## src/rtl/seq_fixed_div_pkg.sv

```systemverilog
// seq_fixed_div_pkg: fixed-point format constants and divider state encoding
package seq_fixed_div_pkg;
  localparam int FixedPointPrecision = 16;
  localparam int FixedPointFracBits = 8;
  typedef logic signed [FixedPointPrecision-1:0] fixed_point_t;
  localparam fixed_point_t FixedPointMin = {1'b1, {(FixedPointPrecision-1){1'b0}}};
  localparam fixed_point_t FixedPointMax = {1'b0, {(FixedPointPrecision-1){1'b1}}};
  typedef enum logic [1:0] {IDLE, CALC, FIX, DONE} div_state_e;
endpackage

```

## src/rtl/seq_fixed_div_if.sv

```systemverilog
// seq_fixed_div_if: operand/result handshake bundle; status_o exists only with SEQ_FIXED_DIV_STATUS_EN
interface seq_fixed_div_if #(parameter int Width = 16) ();
  logic             in_valid_i;
  logic             in_ready_o;
  logic [Width-1:0] a_i;
  logic [Width-1:0] b_i;
  logic             out_valid_o;
  logic             out_ready_i;
  logic [Width-1:0] y_o;
`ifdef SEQ_FIXED_DIV_STATUS_EN
  logic [1:0]       status_o;
`endif
  modport slave (
`ifdef SEQ_FIXED_DIV_STATUS_EN
    output status_o,
`endif
    input  in_valid_i, a_i, b_i, out_ready_i,
    output in_ready_o, out_valid_o, y_o
  );
  modport master (
`ifdef SEQ_FIXED_DIV_STATUS_EN
    input  status_o,
`endif
    output in_valid_i, a_i, b_i, out_ready_i,
    input  in_ready_o, out_valid_o, y_o
  );
endinterface

```

## src/rtl/seq_fixed_div_core.sv

```systemverilog
// seq_fixed_div_core: unsigned radix-2 restoring divider, one quotient bit per clock
module seq_fixed_div_core #(
  parameter int W = 16,
  parameter int N = 24
) (
  input  logic         clk_i,
  input  logic         rst_ni,
  input  logic         start,
  input  logic [N-1:0] dividend,
  input  logic [W-1:0] divisor,
  output logic         busy,
  output logic         done,
  output logic [N-1:0] quotient
);
  localparam int CW = $clog2(N + 1);
  logic [N-1:0]  dvd, q, cur_dvd;
  logic [W-1:0]  dvs, rem, cur_dvs, cur_rem;
  logic [CW-1:0] cnt;
  logic [W:0]    rem_sh;
  logic          ge;
  // The first iteration runs on the start edge straight from the inputs.
  assign cur_dvd  = start ? dividend : dvd;
  assign cur_dvs  = start ? divisor : dvs;
  assign cur_rem  = start ? '0 : rem;
  assign rem_sh   = {cur_rem, cur_dvd[N-1]};
  assign ge       = rem_sh >= {1'b0, cur_dvs};
  assign done     = busy && cnt == CW'(N - 1);
  assign quotient = q;
  always_ff @(posedge clk_i or negedge rst_ni) begin
    if (!rst_ni) begin
      busy <= 1'b0;
      cnt  <= '0;
      dvd  <= '0;
      dvs  <= '0;
      rem  <= '0;
      q    <= '0;
    end else if (start || busy) begin
      busy <= start || !done;
      cnt  <= start ? CW'(1) : cnt + CW'(1);
      dvd  <= cur_dvd << 1;
      dvs  <= cur_dvs;
      rem  <= ge ? W'(rem_sh - {1'b0, cur_dvs}) : rem_sh[W-1:0];
      q    <= start ? N'(ge) : {q[N-2:0], ge};
    end
  end
endmodule

```

## src/rtl/seq_fixed_div.sv

```systemverilog
// seq_fixed_div: signed fixed-point divider y = a / b with sign fix-up, saturation and valid/ready
// SEQ_FIXED_DIV_STATUS_EN adds status_o = {div_by_zero, saturated}.
module seq_fixed_div
  import seq_fixed_div_pkg::*;
#(
  parameter int Width    = FixedPointPrecision,
  parameter int FracBits = FixedPointFracBits
) (
  input logic            clk_i,
  input logic            rst_ni,
  seq_fixed_div_if.slave io
);
  localparam int N = Width + FracBits;
  localparam logic [1:0] S_IDLE = IDLE;
  localparam logic [1:0] S_CALC = CALC;
  localparam logic [1:0] S_FIX  = FIX;
  localparam logic [1:0] S_DONE = DONE;
  localparam logic [Width-1:0] MAX = {1'b0, {(Width-1){1'b1}}};
  localparam logic [Width-1:0] MIN = {1'b1, {(Width-1){1'b0}}};
  localparam logic [N-1:0] Q_LIM = N'(1) << (Width - 1);
  logic [1:0]       state;
  logic             sign, accept, start, a_zero, b_zero, sat_fix;
  logic             core_busy, core_done;
  logic [Width-1:0] abs_a, abs_b, y, y_zero_div, y_fix, q_lo;
  logic [N-1:0]     q, dividend;
  assign io.in_ready_o  = state == S_IDLE && !core_busy;
  assign io.out_valid_o = state == S_DONE;
  assign io.y_o         = y;
  assign accept     = io.in_valid_i && io.in_ready_o;
  assign a_zero     = io.a_i == '0;
  assign b_zero     = io.b_i == '0;
  assign start      = accept && !b_zero;
  assign abs_a      = io.a_i[Width-1] ? -io.a_i : io.a_i;
  assign abs_b      = io.b_i[Width-1] ? -io.b_i : io.b_i;
  assign dividend   = N'(abs_a) << FracBits;
  assign y_zero_div = a_zero ? '0 : io.a_i[Width-1] ? MIN : MAX;
  // Positive results clamp above 2^(W-1)-1 and negative ones at 2^(W-1): both mean q >= 2^(W-1).
  assign q_lo       = q[Width-1:0];
  assign sat_fix    = q >= Q_LIM;
  assign y_fix      = sat_fix ? (sign ? MIN : MAX) : sign ? -q_lo : q_lo;
  seq_fixed_div_core #(.W(Width), .N(N)) u_core (
    .clk_i    (clk_i),
    .rst_ni   (rst_ni),
    .start    (start),
    .dividend (dividend),
    .divisor  (abs_b),
    .busy     (core_busy),
    .done     (core_done),
    .quotient (q)
  );
  always_ff @(posedge clk_i or negedge rst_ni) begin
    if (!rst_ni) begin
      state <= S_IDLE;
      sign  <= 1'b0;
      y     <= '0;
    end else begin
      case (state)
        S_IDLE: if (accept) begin
          sign  <= io.a_i[Width-1] ^ io.b_i[Width-1];
          state <= b_zero ? S_DONE : S_CALC;
          if (b_zero) y <= y_zero_div;
        end
        S_CALC: if (core_done) state <= S_FIX;
        S_FIX: begin
          y     <= y_fix;
          state <= S_DONE;
        end
        default: if (io.out_ready_i) state <= S_IDLE;
      endcase
    end
  end
`ifdef SEQ_FIXED_DIV_STATUS_EN
  logic [1:0] status;
  assign io.status_o = status;
  always_ff @(posedge clk_i or negedge rst_ni) begin
    if (!rst_ni) status <= '0;
    else if (accept && b_zero) status <= {!a_zero, !a_zero};
    else if (state == S_FIX) status <= {1'b0, sat_fix};
  end
`endif
endmodule

```

## src/flat_wrapper.sv

```systemverilog
// flat-port wrapper written by rule: the top's interface ports become plain ports
module seq_fixed_div_flat import seq_fixed_div_pkg::*;
#(
  parameter int Width    = FixedPointPrecision,
  parameter int FracBits = FixedPointFracBits
)
  (clk_i, rst_ni, io_in_valid_i, io_a_i, io_b_i, io_out_ready_i, io_in_ready_o, io_out_valid_o, io_y_o);
  seq_fixed_div_if #(.Width(Width)) io_i ();
  input logic clk_i;
  input logic rst_ni;
  input wire logic [$bits(io_i.in_valid_i)-1:0] io_in_valid_i;
  input wire logic [$bits(io_i.a_i)-1:0] io_a_i;
  input wire logic [$bits(io_i.b_i)-1:0] io_b_i;
  input wire logic [$bits(io_i.out_ready_i)-1:0] io_out_ready_i;
  output wire logic [$bits(io_i.in_ready_o)-1:0] io_in_ready_o;
  output wire logic [$bits(io_i.out_valid_o)-1:0] io_out_valid_o;
  output wire logic [$bits(io_i.y_o)-1:0] io_y_o;
  assign io_i.in_valid_i = io_in_valid_i;
  assign io_i.a_i = io_a_i;
  assign io_i.b_i = io_b_i;
  assign io_i.out_ready_i = io_out_ready_i;
  assign io_in_ready_o = io_i.in_ready_o;
  assign io_out_valid_o = io_i.out_valid_o;
  assign io_y_o = io_i.y_o;
  seq_fixed_div #(.Width(Width), .FracBits(FracBits)) u_core (.clk_i(clk_i), .rst_ni(rst_ni), .io(io_i));
endmodule
```

## config.mk

```make
export PLATFORM = sky130hd
export DESIGN_NAME = seq_fixed_div_flat
export DESIGN_NICKNAME = d
export VERILOG_FILES = /design/src/rtl/seq_fixed_div_pkg.sv /design/src/rtl/seq_fixed_div_if.sv /design/src/rtl/seq_fixed_div_core.sv /design/src/rtl/seq_fixed_div.sv /design/src/flat_wrapper.sv
export SDC_FILE = /design/constraint.sdc
export NUM_CORES = 1
export LEC_CHECK = 0
export ABC_AREA = 1
export CAP_MARGIN = 20
export CORE_ASPECT_RATIO = 0.5
export CORE_MARGIN = 2
export CORE_UTILIZATION = 33
export DETAILED_ROUTE_END_ITERATION = 16
export PLACE_DENSITY = 0.52
export RECOVER_POWER = 100
export SLEW_MARGIN = 30
export SYNTH_ARGS = -nofsm -noshare
export SYNTH_HDL_FRONTEND = slang
export SYNTH_SLANG_ARGS = --single-unit
```

## constraint.sdc

```tcl
create_clock -name clk_i -period 11.6 [get_ports clk_i]
set_clock_uncertainty 0.2 [all_clocks]
set_input_delay 1.74 -clock clk_i [delete_from_list [all_inputs] [get_ports clk_i]]
set_output_delay 1.74 -clock clk_i [all_outputs]
set_load 0.02 [all_outputs]
```

==> impl_metrics.csv, run 1 <==
group,metric,value,unit
power_and_ir_drop,p_switching,1.08,mW
layout,drive_gt1_frac,0.0471,
timing,setup_ws,3680,ps
clocking,cts_setup_buffers,0,
detailed_routing,wire_per_inst,13.6,um
clocking,cts.path.max_buffers,2,
place,gp_congestion,0.815,
die,initial_utilization,0.336,
clocking,clock_sinks,96,
synthesis,synth-seq-cells,96,
timing,finalSetupViolations,0,
detailed_routing,drt_iter0_drc,355,
run_status,violations,"capacitance limit, slew limit",
timing,rsz0062_at_grt,"no",
critical_path,reg2reg_from,"u_core.state[1]",
detailed_routing,drtPass1Iterations,5,
min_path,hold_path_class,"register to register",
run_status,status,"complete, but fails checks",
global_route,antenna_found_initial,0,
critical_path,reg2reg_to,"u_core.u_core.rem[14]",
clocking,ctsHoldBuffers,0,
critical_path,crit_required,11630,ps
layout,syn2layout_area_growth,16.1,%
synthesis,yosys_warnings,0,
power_and_ir_drop,pwr-share-seq,0.258,
timing,setup_tns,0,ps
critical_path,critical_path_class,"primary input to register",
power_and_ir_drop,p_int,1.16,mW
clocking,cts-root-buf,"clkbuf_16",
power_and_ir_drop,fin_total_pwr,2.24,mW
timing,timing.fmax,0.126,GHz
critical_path,cpMaxStageDelayCell,"nand2_1",
synthesis,ys.flop_type,"dfrtp_1",
timing,worst_pin_slew,3000,ps
critical_path,critPathCaptureType,"register",
die,fp-row-count,35,
place,place_ws,5390,ps
synthesis,synth-edff-count,0,
synthesis,async_flop_share,1.00,
min_path,hold_path_end,"u_core.u_core.dvs[0]",
layout,antenna_cells,0,
detailed_routing,via_per_inst,4.81,
critical_path,max_stage_delay,1360,ps
synthesis,yosysUniqueCellTypes,44,
detailed_routing,wirelength,15.3,mm
synthesis,syn_avg_cell_area,7.26,um2
detailed_routing,drc_errors,0,
detailed_routing,vias,5448,
min_path,hold_path_depth,2,
synthesis,synth.most_common_cell,"nand2_1",
global_route,grt_pass1_wl,26.0,mm
layout,multi_input_comb_area,0.00312,mm2
timing,slew_viol_final,216,
critical_path,path_cells,"dlygate4sd3_1, nor2_1, nand2_1, nor2_1, nand2_4, nand2_1, inv_4, or2_2, o21ai_0, ha_1, a31oi_1, inv_1, nand2_1, nand2_1, nand4_1, nand2_1, nand3_1, nand2_2, nand2_1, nand2_1, nand2_1, nand2_1, nand2_1, nand2_1",
die,fp.dieH,101,um
global_route,grt_overflow_total,0,
place,port_buffers,53,
clocking,ctsHtreeMaxLevel,3,
clocking,cts_resized,0,
die,die-area,0.0199,mm2
synthesis,synth_top_cells_by_count,"nand2_1 (196), inv_1 (123), dfrtp_1 (96)",
layout,regArea,0.00240,mm2
die,design.core.area,0.0184,mm2
power_and_ir_drop,peakVddDrop,0.0000920,V
synthesis,syn_inst,851,
power_and_ir_drop,p_leak,3.50,nW
detailed_routing,final_antenna_net_count,0,
clocking,cts_buffers,9,
global_route,grt_use_total,0.164,
timing,hold_viol,0,
die,io_pins,54,
synthesis,ys_top_cells_by_area,"dfrtp_1 (39%), nand2_1 (12%), inv_1 (7.5%)",
timing,max-slew-margin-rel,-1.00,
critical_path,reg2regPathDepth,26,
timing,finalCritPeriodShare,0.682,
clocking,cts_tree,"built",
power_and_ir_drop,power_density,313,mW/mm2
timing,period_needed,7920,ps
critical_path,crit_path_max_fanout,60,
power_and_ir_drop,switching_share,0.481,
layout,fin_nets,945,
global_route,grt_start_max_net_pins,61,
critical_path,rrSetupSlack,5090,ps
min_path,hp-start,"u_core.u_core.dvs[0]",
place,dp_hpwl,11.1,mm
clocking,cts.clk_slew.worst_paths,80,ps
critical_path,startpoint_type,"primary input",
power_and_ir_drop,power.share.clock,0.145,
synthesis,syn_area,0.00618,mm2
die,die_w,198,um
synthesis,yosysTopAreaCellShare,0.389,
global_route,grt_pass1_vias,5264,
power_and_ir_drop,combPwrFrac,0.597,
synthesis,synth_top_cell_by_area,"dfrtp_1",
synthesis,synth_fp_nets,909,
critical_path,crit_top_cell,"nand2_1",
synthesis,yosysSeqAreaShare,0.389,
layout,fillers,1949,
critical_path,arrival,7950,ps
flow_run,drv_cap,4,
clocking,insertion_delay,350,ps
[worst max-delay path, delay by kind of cell]
family	cells	cell delay [ps]
compound gates	2	460
fa+ha+maj	1	350
buf+inv	3	1220
simple gates	18	4140
[cells in the final DEF, fill, tap and decap left out, types with 9 or more instances in the layout]
master,netlist,layout
nand2_1,196,199
inv_1,123,124
dfrtp_1,96,96
nor2_1,76,77
o21ai_0,73,73
nand3_1,54,54
a21oi_1,33,33
clkdlybuf4s50_1,0,32
xor2_1,31,31
o22ai_1,23,23
ha_1,21,21
dlygate4sd3_1,0,20
nor3_1,13,13
clkbuf_16,0,9
[power groups by stage]
stage / Sequential (mW) / Combinational [mW] / Clock (mW)
2_1_floorplan: 0.597 / 1.01 / 0
3_3_place_gp: 0.584 / 1.36 / 0
3_5_place_dp: 0.586 / 1.37 / 0
4_1_cts: 0.581 / 1.37 / 0.336
5_1_grt: 0.600 / 1.55 / 0.347
6_report: 0.579 / 1.34 / 0.325
[area by class of cell]
type                    count  area share
well taps                 240      0.0419
multi-input cells         596       0.435
inverters                 126      0.0664
flip-flops and latches     96       0.335
repair buffers             58      0.0767
clock inverters             7      0.0133
clock buffers               9      0.0314
[per-stage QoR]
step,area [um2],utilization,instances,hold WS (ps)
4_1_cts,7220,0.392,1132,275
6_report,7170,0.390,1132,278
2_1_floorplan,6180,-,851,226
3_3_place_gp,6900,0.375,1116,255
3_5_place_dp,6900,0.375,1116,257
5_1_grt,7170,0.390,1132,295
[routing by layer]
layer / GRT usage / vias to the layer above / part of all wire
li1: - / 2810 / -
met5: 0 / - / 0
met1: 0.219 / 2544 / 0.50
met3: 0.0331 / 12 / 0.030
met2: 0.278 / 82 / 0.46
met4: 0.0370 / 0 / 0.0083
[worst max path at each step]
stage | endpoint | slack [ps] | startpoint | cells after the start
after global placement | u_core.u_core.rem[15] | 5480 | io_b_i[15] | 24
after floorplan | u_core.u_core.rem[0] | 6560 | io_b_i[0] | 26
after detailed placement | u_core.u_core.rem[15] | 5390 | io_b_i[15] | 24
after global routing | u_core.u_core.quotient[0] | 2940 | io_b_i[15] | 22
final | u_core.u_core.rem[14] | 3680 | io_b_i[15] | 24
after CTS | u_core.u_core.rem[15] | 5760 | io_b_i[15] | 24
[sequential cells by signal (all words and copies together) (netlist names)]
signal,count
u_core.sign,1
u_core.state,2
u_core.u_core.dvd,15
u_core.u_core.rem,16
u_core.u_core.quotient,24
u_core.u_core.cnt,5
u_core.u_core.busy,1
u_core.io.y_o,16
u_core.u_core.dvs,16
[cell families after synthesis]
| logic type | after synthesis | synth area share |
|---|---|---|
| AND/OR/NAND/NOR | 380 | 0.269 |
| buffers and inverters | 159 | 0.101 |
| AO/OA/AOI/OAI | 156 | 0.142 |
| flip-flops | 96 | 0.389 |
| XOR/XNOR | 38 | 0.0539 |
| adder cells (fa/ha/maj) | 22 | 0.0458 |
Power figures use the tool's default switching activity.
==> run 2: changes to the inputs <==
==> constraint.sdc (replaced) <==
create_clock -name clk_i -period 7.7 [get_ports clk_i]
set_clock_uncertainty 0.2 [all_clocks]
set_input_delay 1.155 -clock clk_i [delete_from_list [all_inputs] [get_ports clk_i]]
set_output_delay 1.155 -clock clk_i [all_outputs]
set_load 0.02 [all_outputs]
==> impl_metrics.csv, run 2 (same netlist as run 1, synthesis figures left out) <==
group,metric,value,unit
clocking,cts_setup_buffers,0,
detailed_routing,drt_iter0_drc,330,
critical_path,crit_path_max_fanout,60,
clocking,cts.path.max_buffers,2,
clocking,cts_resized,0,
timing,setup_ws,1730,ps
global_route,grt_pass1_wl,26.7,mm
timing,timing.fmax,0.168,GHz
timing,finalSetupViolations,0,
die,initial_utilization,0.336,
timing,period_needed,5970,ps
place,gp_congestion,0.814,
place,port_buffers,53,
layout,antenna_cells,0,
die,io_pins,54,
place,place_area,0.00690,mm2
layout,final_common_cell,"nand2_1",
detailed_routing,wirelength,15.5,mm
detailed_routing,vias,5496,
critical_path,critPathCaptureType,"register",
critical_path,critical_path_class,"primary input to register",
critical_path,crit_required,7720,ps
die,die_w,198,um
clocking,ctsHtreeMaxLevel,3,
place,place_ws,2050,ps
timing,max-slew-margin-rel,-1.01,
clocking,cts_tree,"built",
run_status,violations,"capacitance limit, slew limit",
layout,fin_nets,945,
power_and_ir_drop,p_leak,3.48,nW
flow_run,drv_cap,3,
place,dp_hpwl,11.2,mm
layout,drive_gt1_frac,0.0482,
global_route,grt_use_total,0.168,
clocking,ctsHoldBuffers,0,
die,fp.dieH,101,um
layout,fillers,1966,
die,design.core.area,0.0184,mm2
clocking,insertion_delay,350,ps
power_and_ir_drop,peakVddDrop,0.000172,V
layout,syn2layout_area_growth,15.9,%
layout,final_core_util,0.389,
global_route,grt_pass1_vias,5387,
timing,worst_pin_slew,3020,ps
detailed_routing,wire_per_inst,13.7,um
layout,largest_reg_flops,24,
die,fp-row-count,35,
timing,rsz0062_at_grt,"no",
min_path,hold_path_class,"register to register",
clocking,clock_sinks,96,
die,die-area,0.0199,mm2
power_and_ir_drop,power_density,466,mW/mm2
global_route,grt_start_max_net_pins,61,
global_route,antenna_found_initial,0,
detailed_routing,drtPass1Iterations,4,
timing,finalCritPeriodShare,0.775,
clocking,cts.clk_slew.worst_paths,80,ps
critical_path,arrival,5990,ps
detailed_routing,via_per_inst,4.86,
detailed_routing,drc_errors,0,
timing,setup_tns,0,ps
layout,layout_common_cells,"nand2_1 (198), inv_1 (124), dfrtp_1 (96)",
global_route,grt_overflow_total,0,
timing,hold_viol,0,
critical_path,startpoint_type,"primary input",
clocking,cts_buffers,9,
detailed_routing,final_antenna_net_count,0,
run_status,status,"complete, but fails checks",
clocking,cts-root-buf,"clkbuf_16",
timing,slew_viol_final,155,
layout,finalInstanceArea,0.00716,mm2
==> run 2: cell type report <==
class | instances | area [um2] | share of cell area
multi-input combinational | 596 | 3140 | 0.439
tap | 240 | 300 | 0.0419
inverter | 126 | 477 | 0.0666
clock inverter | 7 | 66.3 | 0.00926
sequential | 96 | 2400 | 0.335
clock buffer | 9 | 225 | 0.0314
timing repair buffer | 58 | 551 | 0.0769
==> run 2: worst max-delay path: stages <==
cell and delay (ps):
dlygate4sd3_1 750, nor2_1 190, nand2_1 60, nor2_1 240, nand2_4 110, nand2_8 300, inv_4 210, or2_2 320
o21ai_0 190, ha_1 330, a31oi_1 260, inv_1 100, nand2_1 60, nand2_1 70, nand4_1 90, nand2_1 90
nand3_1 110, nand2_2 60, nand2_1 370, nand2_1 490, nand2_1 200, nand2_1 70, nand2_1 50, nand2_1 90
==> run 2: metrics by stage <==
step | hold slack [ps] | total power, mW | std cells
floorplan | 226 | 2.43 | 851
detailed placement | 255 | 2.94 | 1116
global route | 295 | 3.73 | 1132
global placement | 255 | 2.93 | 1116
finish | 274 | 3.34 | 1132
CTS | 272 | 3.40 | 1132
==> run 2: final timing paths <==
| check | startpoint | to | slack, ps | depth (start not counted) |
|---|---|---|---|---|
| worst min register to register | u_core.u_core.cnt[4] | u_core.u_core.cnt[4] | 270 | 1 |
| worst max-delay path | io_b_i[15] | u_core.u_core.rem[14] | 1730 | 24 |
| worst min-delay path | u_core.u_core.cnt[4] | u_core.u_core.cnt[4] | 270 | 1 |
| max in group asynchronous | rst_ni | u_core.io.y_o[13] | 2360 | 2 |
| min in group asynchronous | rst_ni | u_core.u_core.dvs[9] | 1590 | 1 |
| worst max register to register | u_core.state[0] | u_core.u_core.rem[14] | 2520 | 26 |
==> run 2: where the power goes <==
| part | switching, mW | total (mW) | leakage [nW] | internal (mW) |
|---|---|---|---|---|
| Sequential | 0.127 | 0.874 | 1.18 | 0.747 |
| Clock | 0.220 | 0.447 | 0.141 | 0.227 |
| Combinational | 1.28 | 2.02 | 2.16 | 0.743 |
==> run 2: metal layers <==
metal  global-route usage  up-vias  wire [um]
met5                    0        -          0
met4               0.0289        0        112
met3               0.0325       10        518
met2                0.282       93       6960
met1                0.228     2583       7950
li1                     -     2810          -
